**src/rtl/keypad_pkg_zyq.sv**
```systemverilog
// keypad_pkg_zyq: shared types and constants for the 4x4 keypad scanner.
// Holds the FSM state encoding, column one-hot drive patterns, keystat
// field positions and two small helpers.
package keypad_pkg_zyq;

  // Scanner FSM states
  typedef enum logic [1:0] {
    ST_SCAN      = 2'd0,
    ST_DEB_PRESS = 2'd1,
    ST_HELD      = 2'd2,
    ST_DEB_REL   = 2'd3
  } kp_state_e;

  // Column drive patterns (one-hot, active-low)
  localparam logic [3:0] COL0_DRIVE = 4'b1110;
  localparam logic [3:0] COL1_DRIVE = 4'b1101;
  localparam logic [3:0] COL2_DRIVE = 4'b1011;
  localparam logic [3:0] COL3_DRIVE = 4'b0111;

  // Row pattern with no key pressed (rows are pulled up)
  localparam logic [3:0] ROWS_IDLE = 4'b1111;

  // keystat field positions
  localparam int KS_WIDTH     = 5;
  localparam int KS_VALID_BIT = 4;
  localparam int KS_CODE_MSB  = 3;
  localparam int KS_CODE_LSB  = 0;

  // Map a column index onto its active-low drive pattern.
  function automatic logic [3:0] col_drive(input logic [1:0] col);
    logic [3:0] drive;
    drive = COL0_DRIVE;
    unique case (col)
      2'd0: drive = COL0_DRIVE;
      2'd1: drive = COL1_DRIVE;
      2'd2: drive = COL2_DRIVE;
      2'd3: drive = COL3_DRIVE;
      default: drive = COL0_DRIVE;
    endcase
    return drive;
  endfunction

  // Index of the lowest-numbered low row; several keys in one column
  // resolve to the smallest row so the code is deterministic.
  function automatic logic [1:0] lowest_low_row(input logic [3:0] rows);
    logic [1:0] idx;
    idx = 2'd3;
    if (!rows[0]) begin
      idx = 2'd0;
    end else if (!rows[1]) begin
      idx = 2'd1;
    end else if (!rows[2]) begin
      idx = 2'd2;
    end else begin
      idx = 2'd3;
    end
    return idx;
  endfunction

endpackage

```
**src/rtl/scan_tick_zyq.sv**
```systemverilog
// scan_tick_zyq: free-running prescaler producing a one-cycle tick every
// DIV clock cycles. The counter wraps from DIV-1 to 0 and the tick is
// asserted while the counter holds DIV-1.
module scan_tick_zyq
  import keypad_pkg_zyq::*;
#(
  parameter int DIV = 50000
) (
  input  logic clk_i,
  input  logic rst_ni,
  output logic tick
);

  localparam int CNT_W = (DIV > 1) ? $clog2(DIV) : 1;
  localparam logic [CNT_W-1:0] CNT_MAX = CNT_W'(DIV - 1);

  logic [CNT_W-1:0] cnt_q;
  logic [CNT_W-1:0] cnt_d;

  assign tick = (cnt_q == CNT_MAX);

  // Next count: wrap on the tick cycle, otherwise advance
  always_comb begin
    cnt_d = cnt_q + CNT_W'(1);
    if (tick) begin
      cnt_d = '0;
    end
  end

  // Counter register, cleared by reset
  always_ff @(posedge clk_i or negedge rst_ni) begin
    if (!rst_ni) begin
      cnt_q <= '0;
    end else begin
      cnt_q <= cnt_d;
    end
  end

endmodule

```
**src/rtl/keypad_scan_zyq.sv**
```systemverilog
// keypad_scan_zyq: 4x4 matrix keypad scanner with debounce.
// Rotates an active-low column drive once per scan tick, freezes on a low
// row, debounces press and release over DEBOUNCE_TICKS ticks and reports
// the key as keystat = {valid, row*4+col} with a one-cycle keypr pulse.
// Optional feature macro: KEY_REPEAT_EN adds auto-repeat pulses every
// REPEAT_TICKS ticks while a key stays held.
module keypad_scan_zyq
  import keypad_pkg_zyq::*;
#(
  parameter int SCAN_DIV       = 50000,
  parameter int DEBOUNCE_TICKS = 4,
  parameter int REPEAT_TICKS   = 250
) (
  input  logic                CLK,
  input  logic                RST,
  input  logic [3:0]          R,
  output logic [3:0]          C,
  output logic [KS_WIDTH-1:0] keystat,
  output logic                keypr
);

  localparam int DEB_W = $clog2(DEBOUNCE_TICKS + 1);
  localparam logic [DEB_W-1:0] DEB_LAST = DEB_W'(DEBOUNCE_TICKS - 1);

  // Configurations below 1 make the counters meaningless
  if (SCAN_DIV < 1 || DEBOUNCE_TICKS < 1 || REPEAT_TICKS < 1) begin : g_bad_cfg
    $error("keypad_scan_zyq: SCAN_DIV, DEBOUNCE_TICKS and REPEAT_TICKS must be >= 1");
  end

  // Row synchronizer
  logic [3:0] r_meta_q;
  logic [3:0] r_sync_q;

  // Scanner state
  kp_state_e             state_q, state_d;
  logic [1:0]            col_q, col_d;
  logic [3:0]            row_cap_q, row_cap_d;
  logic [DEB_W-1:0]      deb_cnt_q, deb_cnt_d;
  logic [KS_WIDTH-1:0]   keystat_q, keystat_d;
  logic                  keypr_q, keypr_d;

`ifdef KEY_REPEAT_EN
  localparam int REP_W = $clog2(REPEAT_TICKS + 1);
  localparam logic [REP_W-1:0] REP_LAST = REP_W'(REPEAT_TICKS - 1);
  logic [REP_W-1:0]      rep_cnt_q, rep_cnt_d;
`endif

  logic tick;
  logic rows_idle;
  logic rows_match;

  scan_tick_zyq #(
    .DIV (SCAN_DIV)
  ) u_scan_tick (
    .clk_i  (CLK),
    .rst_ni (RST),
    .tick   (tick)
  );

  assign rows_idle  = (r_sync_q == ROWS_IDLE);
  assign rows_match = (r_sync_q == row_cap_q);

  // Bring the asynchronous rows into the clock domain (idle level on reset)
  always_ff @(posedge CLK or negedge RST) begin
    if (!RST) begin
      r_meta_q <= ROWS_IDLE;
      r_sync_q <= ROWS_IDLE;
    end else begin
      r_meta_q <= R;
      r_sync_q <= r_meta_q;
    end
  end

  // Scan / debounce FSM; all decisions are taken on scan ticks only
  always_comb begin
    state_d   = state_q;
    col_d     = col_q;
    row_cap_d = row_cap_q;
    deb_cnt_d = deb_cnt_q;
    keystat_d = keystat_q;
    keypr_d   = 1'b0;
`ifdef KEY_REPEAT_EN
    rep_cnt_d = rep_cnt_q;
`endif
    if (tick) begin
      unique case (state_q)
        ST_SCAN: begin
          if (!rows_idle) begin
            // Freeze on this column and remember which rows were low
            state_d   = ST_DEB_PRESS;
            row_cap_d = r_sync_q;
            deb_cnt_d = '0;
          end else begin
            col_d = col_q + 2'd1;
          end
        end
        ST_DEB_PRESS: begin
          if (!rows_match) begin
            // Pattern changed: treat as bounce and resume scanning
            state_d   = ST_SCAN;
            deb_cnt_d = '0;
          end else if (deb_cnt_q == DEB_LAST) begin
            state_d   = ST_HELD;
            deb_cnt_d = '0;
            keypr_d   = 1'b1;
            keystat_d[KS_VALID_BIT]            = 1'b1;
            keystat_d[KS_CODE_MSB:KS_CODE_LSB] = {lowest_low_row(row_cap_q), col_q};
`ifdef KEY_REPEAT_EN
            rep_cnt_d = '0;
`endif
          end else begin
            deb_cnt_d = deb_cnt_q + DEB_W'(1);
          end
        end
        ST_HELD: begin
          // Only the frozen column is driven, so other columns are invisible
          if (rows_idle) begin
            state_d   = ST_DEB_REL;
            deb_cnt_d = '0;
          end
`ifdef KEY_REPEAT_EN
          else if (rep_cnt_q == REP_LAST) begin
            keypr_d   = 1'b1;
            rep_cnt_d = '0;
          end else begin
            rep_cnt_d = rep_cnt_q + REP_W'(1);
          end
`endif
        end
        ST_DEB_REL: begin
          if (!rows_idle) begin
            // Release bounce: key is still down, no new press reported
            state_d   = ST_HELD;
            deb_cnt_d = '0;
`ifdef KEY_REPEAT_EN
            rep_cnt_d = '0;
`endif
          end else if (deb_cnt_q == DEB_LAST) begin
            // Clean release; the code field keeps the last key
            state_d   = ST_SCAN;
            deb_cnt_d = '0;
            keystat_d[KS_VALID_BIT] = 1'b0;
          end else begin
            deb_cnt_d = deb_cnt_q + DEB_W'(1);
          end
        end
        default: begin
          state_d   = ST_SCAN;
          deb_cnt_d = '0;
        end
      endcase
    end
  end

  // FSM and output registers
  always_ff @(posedge CLK or negedge RST) begin
    if (!RST) begin
      state_q   <= ST_SCAN;
      col_q     <= 2'd0;
      row_cap_q <= ROWS_IDLE;
      deb_cnt_q <= '0;
      keystat_q <= '0;
      keypr_q   <= 1'b0;
    end else begin
      state_q   <= state_d;
      col_q     <= col_d;
      row_cap_q <= row_cap_d;
      deb_cnt_q <= deb_cnt_d;
      keystat_q <= keystat_d;
      keypr_q   <= keypr_d;
    end
  end

`ifdef KEY_REPEAT_EN
  // Auto-repeat tick counter, restarted whenever HELD is entered
  always_ff @(posedge CLK or negedge RST) begin
    if (!RST) begin
      rep_cnt_q <= '0;
    end else begin
      rep_cnt_q <= rep_cnt_d;
    end
  end
`endif

  assign C       = col_drive(col_q);
  assign keystat = keystat_q;
  assign keypr   = keypr_q;

endmodule

```
**config.mk**
```make
export PLATFORM = sky130hd
export DESIGN_NAME = keypad_scan_zyq
export DESIGN_NICKNAME = d
export VERILOG_FILES = /design/src/rtl/keypad_pkg_zyq.sv /design/src/rtl/scan_tick_zyq.sv /design/src/rtl/keypad_scan_zyq.sv
export SDC_FILE = /design/constraint.sdc
export NUM_CORES = 1
export LEC_CHECK = 0
export ABC_AREA = 1
export ABC_CLOCK_PERIOD_IN_PS = 3400
export CAP_MARGIN = 30
export CORE_MARGIN = 8
export CORE_UTILIZATION = 60
export DETAILED_ROUTE_END_ITERATION = 8
export DONT_BUFFER_PORTS = 1
export GPL_ROUTABILITY_DRIVEN = 1
export PLACE_DENSITY_LB_ADDON = 0.12
export SKIP_CTS_REPAIR_TIMING = 1
export SYNTH_ARGS = -nofsm -noshare
export SYNTH_HDL_FRONTEND = slang
export SYNTH_HIERARCHICAL = 1
export SYNTH_SLANG_ARGS = --single-unit
```
**constraint.sdc**
```tcl
create_clock -name CLK -period 3.4 [get_ports CLK]
set_input_delay 0.51 -clock CLK [delete_from_list [all_inputs] [get_ports CLK]]
set_output_delay 0.51 -clock CLK [all_outputs]
set_load 0.01 [all_outputs]
```
Yosys cells after proc, flatten, opt, wreduce, memory -nomap -nowiden
Index checks and enable logic that the tools add are counted.
Word-level totals
  register bits: 41
  word-level logic and storage cells: 68
Cells by class
  $add $sub $neg: 3
  eq/ne operators: 18
  muxes and demuxes: 27
  bitwise logic cells: 1
  reduce and logical (&&, ||, !) cells: 9
Operators with widths (count)
  $add 16x1->16 const B: 1
  $eq 16x16->1 const B: 1
  $mux 16: 1
  $mux 2: 8
  $pmux 4 s4: 1
  $mux 3: 5
  $ne 2x2->1 const B: 6
  $pmux 3 s4: 1
  $mux 5: 2
  $reduce_and 3->1: 3
  $eq 2x2->1 const B: 4
  $pmux 2 s4: 1
  $mux 1: 7
  $ne 3x3->1 const B: 2
  $reduce_and 6->1: 1
  $reduce_and 5->1: 1
  $eq 2x1->1 const B: 2
  $eq 4x4->1: 1
  $eq 4x4->1 const B: 1
  $logic_not 2->1: 2
  $reduce_and 4->1: 1
  $add 3x1->3 const B: 1
  $eq 3x2->1 const B: 1
  $add 2x1->2 const B: 1
  3 further kinds: 3

Longest topological paths before layout
Gate-level depths: netlist of run 1.
  word-level depth: 6
  mapped depth: 13

Hierarchy
The synthesis of run 1 kept the hierarchy.
Modules (own cells, without submodules)
  keypad_scan_zyq: times used 1, cells each 137, area each 1184.9 um2
  scan_tick_zyq: times used 1, cells each 121, area each 877.1 um2

Worst setup path after synthesis of run 1
Ideal clock, no wire load.
  kind: register to register
  start: register u_scan_tick.cnt_q[0]
  end: register keystat_q[4] (netlist: keystat[4])
  setup time: 0.123 ns
  arrival: 1.562 ns
  data required time: 3.277 ns
  setup slack: 1.715 ns
  stages on the path, launching flop included: 13
  period minus slack after synthesis: 1.685 ns
  cell sequence: dfrtp_1 -> ha_1 -> nand3_2 -> nor2_1 -> nand2_2 -> inv_2 -> nand2_1 -> inv_1 -> nand2_1 -> inv_1 -> o21ai_0 -> o21ai_0 -> nand2_1
On the way
  word-level cells in the longest chain between the ends: 2
Ends and longest elaborated chain
  start, declared: line scan_tick_zyq.sv:17  | logic [CNT_W-1:0] cnt_q;
  start signal, assigned: line scan_tick_zyq.sv:35  | cnt_q <= cnt_d;
  $eq 16x16->1: line scan_tick_zyq.sv:20  | assign tick = (cnt_q == CNT_MAX);
  net tick: line keypad_scan_zyq.sv:48  | logic tick;
  $reduce_and 6->1 (no line)
  end signal, assigned: line keypad_scan_zyq.sv:169  | keystat_q <= keystat_d;
  end, declared: line keypad_scan_zyq.sv:39  | logic [KS_WIDTH-1:0] keystat_q, keystat_d;
The timed path passes the listed nets, and every way through them passes these cells.
A chain may end at the register's enable or synchronous reset.

Worst setup path in the final report of run 1
  start: register u_scan_tick.cnt_q[0]
  end: register row_cap_q[0]
On the way
  word-level cells in the longest chain between the ends: 2
Ends and longest elaborated chain
  $eq 16x16->1: line scan_tick_zyq.sv:20
  net tick: line keypad_scan_zyq.sv:48
  $reduce_and 3->1 (no line)
  end signal, assigned: line keypad_scan_zyq.sv:167  | row_cap_q <= row_cap_d;
  end, declared: line keypad_scan_zyq.sv:37  | logic [3:0] row_cap_q, row_cap_d;
The timed path passes the listed nets, and every way through them passes these cells.

==> results of run 1 <==
## power groups by stage
stage | Combinational, mW | Sequential, mW | Clock, mW
after global routing | 0.0245 | 0.500 | 0.311
after global placement | 0.00691 | 0.508 | 0
after floorplan | 0.00590 | 0.507 | 0
after CTS | 0.00693 | 0.499 | 0.295
after detailed placement | 0.00690 | 0.508 | 0
final | 0.0203 | 0.499 | 0.283
## metrics by stage
stage	setup slack [ns]	power, mW	instance area, um2
after floorplan	1.71	0.513	2060
after global placement	1.56	0.515	2110
after detailed placement	1.43	0.515	2110
after CTS	1.42	0.801	2190
after global routing	1.20	0.835	2230
final	1.45	0.802	2230
## critical path, cell delays in order (launching register included)
cell and delay [ns]:
dfrtp_1 0.40, ha_1 0.22, nand3_2 0.15, nor2_1 0.15
nand2_2 0.12, inv_2 0.13, nor3b_1 0.29, nand2_1 0.22
o21ai_0 0.20
## cell families after synthesis
family          after synthesis  share of synthesized area
compound gates               19                     0.0485
xor+xnor                      6                     0.0255
fa+ha+maj                     6                     0.0364
buf+inv                      46                     0.0843
flops                        41                      0.505
simple gates                140                      0.300
## layer usage
| metal | vias up | GRT usage |
|---|---|---|
| met4 | 0 | 0.0609 |
| met5 | - | 0 |
| li1 | 806 | - |
| met3 | 6 | 0.0413 |
| met2 | 27 | 0.216 |
| met1 | 675 | 0.190 |
## worst paths after layout
| kind | startpoint | end | slack, ns | depth (start not counted) |
|---|---|---|---|---|
| max | u_scan_tick/cnt_q[0] | row_cap_q[0] | 1.45 | 8 |
| min | R[0] | r_meta_q[0] | 0.15 | 0 |
| max reg2reg | u_scan_tick/cnt_q[0] | row_cap_q[0] | 1.45 | 8 |
| min reg2reg | r_meta_q[0] | r_sync_q[0] | 0.36 | 0 |
| max in group asynchronous | RST | r_sync_q[2] | 2.50 | 2 |
| min in group asynchronous | RST | keystat[2] | 0.65 | 2 |
## flip-flops by register name (all words and copies together), names as in the netlist
signal	cells
col_q	2
deb_cnt_q	3
keypr	1
keystat	5
r_meta_q	4
r_sync_q	4
row_cap_q	4
state_q	2
u_scan_tick/cnt_q	16
## cell usage after synthesis
cell type	instances
nand2_1	78
inv_1	43
nor2_1	31
dfrtp_1	29
dfstp_2	12
nand3_1	9
o21ai_0	9
ha_1	6
o21ai_1	6
xor2_1	6
nand2_2	5
nand4_1	4
nor3_1	3
a21oi_1	2
inv_2	2
nand3b_1	2
nor2_2	2
a31oi_1	1
and2_4	1
clkbuf_2	1
nand3_2	1
nand3_4	1
nor3_4	1
nor3b_1	1
o21ai_2	1
or2_2	1
## cell type report
type                            instances  area [um2]
Tap cell                               46        57.6
Clock buffer                            7        66.3
Clock inverter                          1        8.76
Inverter                               45         169
Fill cell                             284        1080
Timing Repair Buffer                    2        37.5
Multi-Input combinational cell        171         847
Sequential cell                        41        1040
==> metrics.cfg, run 1 <==
[global_routing]
antenna_found_initial = 0
grt_pass1_wl_mm = 6.18
grt_max_degree = 42
first_global_vias = 1421
track_usage = 0.144
grt-ovfl-total = 0

[clock_network]
worstSkewPairLatency_ns = 0.35
cts_tree = yes
cts_root_buffer = clkbuf_4
cts_max_path_buffers = 2
htreeDepth = 2
clock-sinks = 41
cts_made_buffers = 5
path_clk_slew_ns = 0.12

[layout]
final_cell_mix = 78 x nand2_1, 43 x inv_1, 31 x nor2_1, 29 x dfrtp_1, 12 x dfstp_2
stdcell_count = 313
drive_above_1_share = 0.131
utilization = 0.673
syn2layout_area_growth_pct = 8.01
nets = 278
final_common_cell = nand2_1
diodes = 0

[critical_path]
critPathCaptureType = flip-flop
crit_type = flip-flop to flip-flop
cp.arrival_ns = 2.23
required_ns = 3.68
critical_path.max_fanout = 8
critPathLaunchType = flip-flop

[floorplan]
die_height_um = 74.6
die-area_um2 = 5570
start_util = 0.623
core_um2 = 3310
num_rows = 21
top_level_ports = 16
fp.dieW_um = 74.6

[drt]
wl_mm = 3.44
avgRoutedWirePerCell_um = 11.0
wl_met1_mm = 1.76
wl_met3_um = 150
top_layer_used = met4
vias = 1514
drt_drc_violations_left = 0
drt_iter0_drc = 87
vias_per_cell = 4.84
routed-wl-met2_mm = 1.48
ant_nets = 0
drt_pass1_iterations = 4

[power_and_ir_drop]
pwr-share-comb = 0.025
pwr-share-seq = 0.622
p_int_mw = 0.630
p_clk_frac = 0.352
leakagePower_nw = 1.15
switchingPower_mw = 0.172
p_per_area_nw_per_um2 = 360
irDropWorstVdd_uv = 295
netSwitchingFraction = 0.214

[synth]
ys_ff_latch = 41
synth_cell_types = 26
synth_fp_nets = 270
netlist_area_um2 = 2060
synth_top_area_frac = 0.352
yosysTopAreaCell = dfrtp_1
yosysWarnings = 6
ys_seq_area_frac = 0.505
syn_avg_cell_area_um2 = 7.99
yosys-top-cells-area = dfrtp_1 35%, dfstp_2 15%, nand2_1 14%, inv_1 7.8%, nor2_1 5.6%
synthCells = 258

[placement]
port_buffers = 0
dpl.hpwl_mm = 2.53
routabilityCongestion = 0.831
dp.cells = 303

[timing]
finalSetupViolations = 0
grt_setup_unrepaired = false
fmax_mhz = 513
skew_ns = 0.00652
final_max_slew_viol_count = 0
max_slew_margin = 0.770
period_needed_ns = 1.95
tightestPinTransition_ns = 0.343
finalCritPeriodShare = 0.573
finalHoldViolations = 0
hold_slack_ns = 0.146
setup_tns_ns = 0

[min_path]
hold_path_class = input port to flip-flop

[flow_run]
maxCapViolCount = 0

[outcome]
status = finished clean

Power figures use the tool's default switching activity.
==> run 2: changes to the inputs <==
--- a/config.mk
+++ b/config.mk
@@ -6,7 +6,7 @@
 export NUM_CORES = 1
 export LEC_CHECK = 0
 export ABC_AREA = 1
-export ABC_CLOCK_PERIOD_IN_PS = 3400
+export ABC_CLOCK_PERIOD_IN_PS = 1950
 export CAP_MARGIN = 30
 export CORE_MARGIN = 8
 export CORE_UTILIZATION = 60
==> constraint.sdc (replaced) <==
create_clock -name CLK -period 1.95 [get_ports CLK]
set_input_delay 0.2925 -clock CLK [delete_from_list [all_inputs] [get_ports CLK]]
set_output_delay 0.2925 -clock CLK [all_outputs]
set_load 0.01 [all_outputs]
==> run 2 against run 1 <==
Effect of this change: clock-buffer cell count unchanged; sequential cell count is the same; first-iteration DRC count down 9.2%; critical path depth up 4; design area rose by 2.8%; largest cell class unchanged.
==> metrics.cfg, run 2 (synthesis results as in run 1) <==
[layout]
top_register = u_scan_tick/cnt_q
syn2layout_area_growth_pct = 11.0
largest_reg_flops = 16
nets = 284
final_common_cell = nand2_1
final_cell_mix = 77 x nand2_1, 43 x inv_1, 31 x nor2_1, 29 x dfrtp_1, 12 x dfstp_2
drive_above_1_share = 0.143
diodes = 0
utilization = 0.691

[drt]
drt_pass1_iterations = 4
vias = 1519
drt_iter0_drc = 79
drt_drc_violations_left = 0
ant_nets = 0
avgRoutedWirePerCell_um = 10.8
vias_per_cell = 4.76
wl_mm = 3.46

[placement]
routabilityCongestion = 0.849
dpl.hpwl_mm = 2.59
port_buffers = 0

[timing]
final_max_slew_viol_count = 0
skew_ns = 0.0172
max_slew_margin = 0.767
setup_tns_ns = 0
finalSetupViolations = 0
fmax_mhz = 565
finalHoldViolations = 0
finalCritPeriodShare = 0.907
period_needed_ns = 1.77
grt_setup_unrepaired = false
tightestPinTransition_ns = 0.349

[critical_path]
rr_worst_depth = 12
crit_type = flip-flop to flip-flop
path_cells = ha_1 > nand3_2 > nor2_1 > nand2_2 > inv_4 > nand2_1 > inv_1 > nand2_1 > inv_1 > o21ai_0 > o21ai_0 > nand2_1
r2r_start = u_scan_tick/cnt_q[0]
critPathSlowestCell = dfrtp_1
critPathMaxStageDelay_ns = 0.40
cp.arrival_ns = 2.03
crit_path_start = u_scan_tick/cnt_q[0]
required_ns = 2.21
crit_top_cell = nand2_1
regToRegSetupSlack_ns = 0.18
r2r_end = keystat[4]
critical_path.max_fanout = 7
critPathCaptureType = flip-flop
critPathLaunchType = flip-flop

[floorplan]
top_level_ports = 16
core_um2 = 3310
die-area_um2 = 5570
fp.dieW_um = 74.6
die_height_um = 74.6
num_rows = 21
start_util = 0.623

[clock_network]
clock-sinks = 41
htreeDepth = 2
cts_root_buffer = clkbuf_4
path_clk_slew_ns = 0.13
worstSkewPairLatency_ns = 0.36
cts_max_path_buffers = 2
cts_tree = yes
cts_made_buffers = 5

[global_routing]
grt_pass1_wl_mm = 6.20
grt_max_degree = 42
grt-ovfl-total = 0
track_usage = 0.145
first_global_vias = 1432
antenna_found_initial = 0

[power_and_ir_drop]
p_per_area_nw_per_um2 = 609
leakagePower_nw = 1.18
irDropWorstVdd_uv = 632

[min_path]
hold_path_class = flip-flop to flip-flop
min_to = r_sync_q[2]
worstHoldStart = r_meta_q[2]
min_path_cells = 0

[outcome]
status = finished clean

[flow_run]
maxCapViolCount = 0

[run 2: cell types whose count changed in the layout (fill, tap and decap cells not counted), sizes merged]
cell         previous run  this run
buf                     1         3
dlygate4sd3             1         5
[run 2: final cells by class]
type | instances | area (um2)
Clock buffer | 7 | 66.3
Clock inverter | 1 | 5.00
Fill cell | 272 | 1020
Inverter | 45 | 171
Multi-Input combinational cell | 171 | 855
Sequential cell | 41 | 1040
Tap cell | 46 | 57.6
Timing Repair Buffer | 8 | 92.6
[run 2: routing by layer]
layer	vias to the layer above	GRT usage	routed length, um	part of all wire
met3	4	0.0466	158	0.046
met2	28	0.227	1590	0.46
li1	811	-	-	-
met4	0	0.0543	34	0.0098
met1	676	0.182	1670	0.48
met5	-	0	0	0
[run 2: worst max-delay path, delay by kind of cell, from the launching register on]
family                     cells  cell delay [ns]
AOI/OAI and AO/OA              2             0.25
adders and majority gates      1             0.21
buffers and inverters          3             0.31
DFF                            1             0.40
and+or+nand+nor                6             0.51
[run 2: where the power goes]
group	switching (mW)	internal (mW)	leakage [nW]
combinational	0.0253	0.0169	0.626
sequential	0.00421	0.866	0.516
clock	0.265	0.217	0.0404
[run 2: worst max path at each step]
stage	depth (start not counted)	end	slack, ns
after floorplan	12	keystat[4]	0.26
after global placement	12	keystat[4]	0.21
after detailed placement	8	row_cap_q[3]	0.12
after CTS	8	row_cap_q[1]	0.13
after global routing	12	keystat[0]	0.02
final	12	keystat[4]	0.18
[run 2: per-stage QoR]
step | hold slack [ns] | power [mW] | cell area [um2] | setup slack (ns) | std cells
finish | 0.362 | 1.39 | 2290 | 0.181 | 319
global route | 0.367 | 1.45 | 2290 | 0.0200 | 319
CTS | -0.407 | 1.39 | 2200 | 0.125 | 313
detailed placement | -0.00173 | 0.898 | 2130 | 0.120 | 305
global placement | -0.00187 | 0.897 | 2130 | 0.212 | 305
floorplan | -0.00309 | 0.895 | 2060 | 0.265 | 258
==> run 3: changes to the inputs <==
--- a/config.mk
+++ b/config.mk
@@ -5,7 +5,6 @@
 export SDC_FILE = /design/constraint.sdc
 export NUM_CORES = 1
 export LEC_CHECK = 0
-export ABC_AREA = 1
 export ABC_CLOCK_PERIOD_IN_PS = 1950
 export CAP_MARGIN = 30
 export CORE_MARGIN = 8
==> run 3 against run 2 <==
Effect of this change: the flow now finishes with violations (negative setup slack); worst hold slack better by 0.0010 ns; synthesized cell count down 36%; via count fell by 17%; sequential power hardly changed; setup slack worse by 0.21 ns; sequential cell count unchanged; combinational power down 3%; largest power group unchanged.
==> metrics.cfg, run 3 <==
[timing]
finalSetupViolations = 2
fmax_mhz = 506
max_slew_margin = 0.738
hold_slack_ns = 0.363
skew_ns = 0.0142
tightestPinTransition_ns = 0.391
final_max_slew_viol_count = 0
worst_slack_ns = -0.0281
finalCritPeriodShare = 1.01
period_needed_ns = 1.98
finalHoldViolations = 0
grt_setup_unrepaired = true

[synth]
synth.most_common_cell = dfrtp_1
synth-edff-count = 0
yosys-top-cells-area = dfrtp_1 38%, dfstp_2 16%, xor2_1 5.5%, ha_1 3.9%, inv_1 2.5%
async_flop_share = 1.00
synth_top_area_frac = 0.378
synthCells = 164
ys_ff_latch = 41
ys_seq_area_frac = 0.543
synth_fp_nets = 176
ys.flop_type = dfrtp_1
yosysWarnings = 6
synth_cell_types = 41
syn_avg_cell_area_um2 = 11.7
netlist_area_um2 = 1920
yosysTopAreaCell = dfrtp_1
synth_common_cells = 29 x dfrtp_1, 13 x inv_1, 12 x dfstp_2, 12 x nand2_1, 12 x xor2_1

[power_and_ir_drop]
leakagePower_nw = 1.06
irDropWorstVdd_uv = 533
p_per_area_nw_per_um2 = 589
power.total_mw = 1.33

[drt]
ant_nets = 0
drt_iter0_drc = 53
avgRoutedWirePerCell_um = 14.5
vias_per_cell = 5.25
drt_pass1_iterations = 4
wl_mm = 3.47
vias = 1254
drt_drc_violations_left = 0

[placement]
dpl.hpwl_mm = 2.48
pre_cts_slack_ns = -0.0391
port_buffers = 0
routabilityCongestion = 0.823

[layout]
syn2layout_area_growth_pct = 17.7
final_cell_mix = 29 x dfrtp_1, 20 x buf_4, 13 x inv_1
diodes = 0
largest_reg_flops = 16
drive_above_1_share = 0.303
multi_input_area_um2 = 830
nets = 206
utilization = 0.739
final_common_cell = dfrtp_1
regArea_um2 = 1040
top_register = u_scan_tick/cnt_q
nFillCells = 228

[clock_network]
cts_max_path_buffers = 2
cts_made_buffers = 5
clock-sinks = 41
worstSkewPairLatency_ns = 0.35
cts_tree = yes
htreeDepth = 2
path_clk_slew_ns = 0.12
cts_root_buffer = clkbuf_4

[global_routing]
antenna_found_initial = 0
grt_max_degree = 42
grt_pass1_wl_mm = 5.76
track_usage = 0.139
grt-ovfl-total = 0
first_global_vias = 1238

[outcome]
status = complete, but fails checks
violations = negative setup slack

[min_path]
hold_path_class = flip-flop to flip-flop

[floorplan]
die_height_um = 72.5
die-area_um2 = 5260
start_util = 0.628
core_um2 = 3050
fp.dieW_um = 72.5
num_rows = 20
top_level_ports = 16

[flow_run]
maxCapViolCount = 0

[critical_path]
critical_path.max_fanout = 5
required_ns = 2.24
crit_type = flip-flop to flip-flop
critPathCaptureType = flip-flop
cp.arrival_ns = 2.27
critPathLaunchType = flip-flop

-- run 3: metrics by stage --
| stage | setup TNS (ns) | instances | cell area (um2) |
|---|---|---|---|
| after global placement | -0.0314 | 222 | 2080 |
| after floorplan | -0.331 | 164 | 1920 |
| after detailed placement | -0.0747 | 222 | 2080 |
| final | -0.0469 | 239 | 2260 |
| after CTS | -0.138 | 230 | 2130 |
| after global routing | -0.207 | 239 | 2260 |
-- run 3: worst paths after layout --
| path | startpoint | end | slack [ns] | depth (start not counted) |
|---|---|---|---|---|
| setup / recovery | u_scan_tick/cnt_q[1] | row_cap_q[3] | -0.03 | 6 |
| hold / removal | r_meta_q[0] | r_sync_q[0] | 0.36 | 0 |
| setup reg to reg | u_scan_tick/cnt_q[1] | row_cap_q[3] | -0.03 | 6 |
| hold reg to reg | r_meta_q[0] | r_sync_q[0] | 0.36 | 0 |
| max in group asynchronous | RST | row_cap_q[1] | 1.28 | 2 |
| min in group asynchronous | RST | keystat[0] | 0.42 | 2 |
-- run 3: cell families after synthesis --
logic type,after synthesis,synth area share
AO/OA/AOI/OAI,17,0.0594
AND/OR/NAND/NOR,59,0.192
flip-flops,41,0.543
multiplexers,8,0.0489
XOR/XNOR,17,0.0776
buffers and inverters,16,0.0398
adder cells (fa/ha/maj),6,0.0391
-- run 3: final cells by class --
type / count / area share
Clock inverter: 2 / 0.00610
Tap cell: 44 / 0.0244
Clock buffer: 6 / 0.0183
Timing Repair Buffer: 26 / 0.101
Inverter: 13 / 0.0216
Sequential cell: 41 / 0.461
Multi-Input combinational cell: 107 / 0.368
-- run 3: power by group --
group	total, mW	switching, mW	leakage (nW)	internal, mW
Clock	0.416	0.274	0.0288	0.142
Combinational	0.0410	0.0244	0.517	0.0166
Sequential	0.872	0.00588	0.516	0.866
Total	1.33	0.304	1.06	1.02
-- run 3: critical path, stage by stage (launching register included) --
cell and delay (ns):
dfrtp_1 0.39, ha_2 0.19, and3_4 0.19, and4_4 0.23, or3b_4 0.41, nor2_4 0.18
mux2_4 0.31
-- run 3: routing by layer --
layer	GRT usage	vias to the layer above	wire length, um
li1	-	621	-
met1	0.179	612	1630
met2	0.208	16	1650
met3	0.0455	5	148
met4	0.0600	0	47
met5	0	-	0
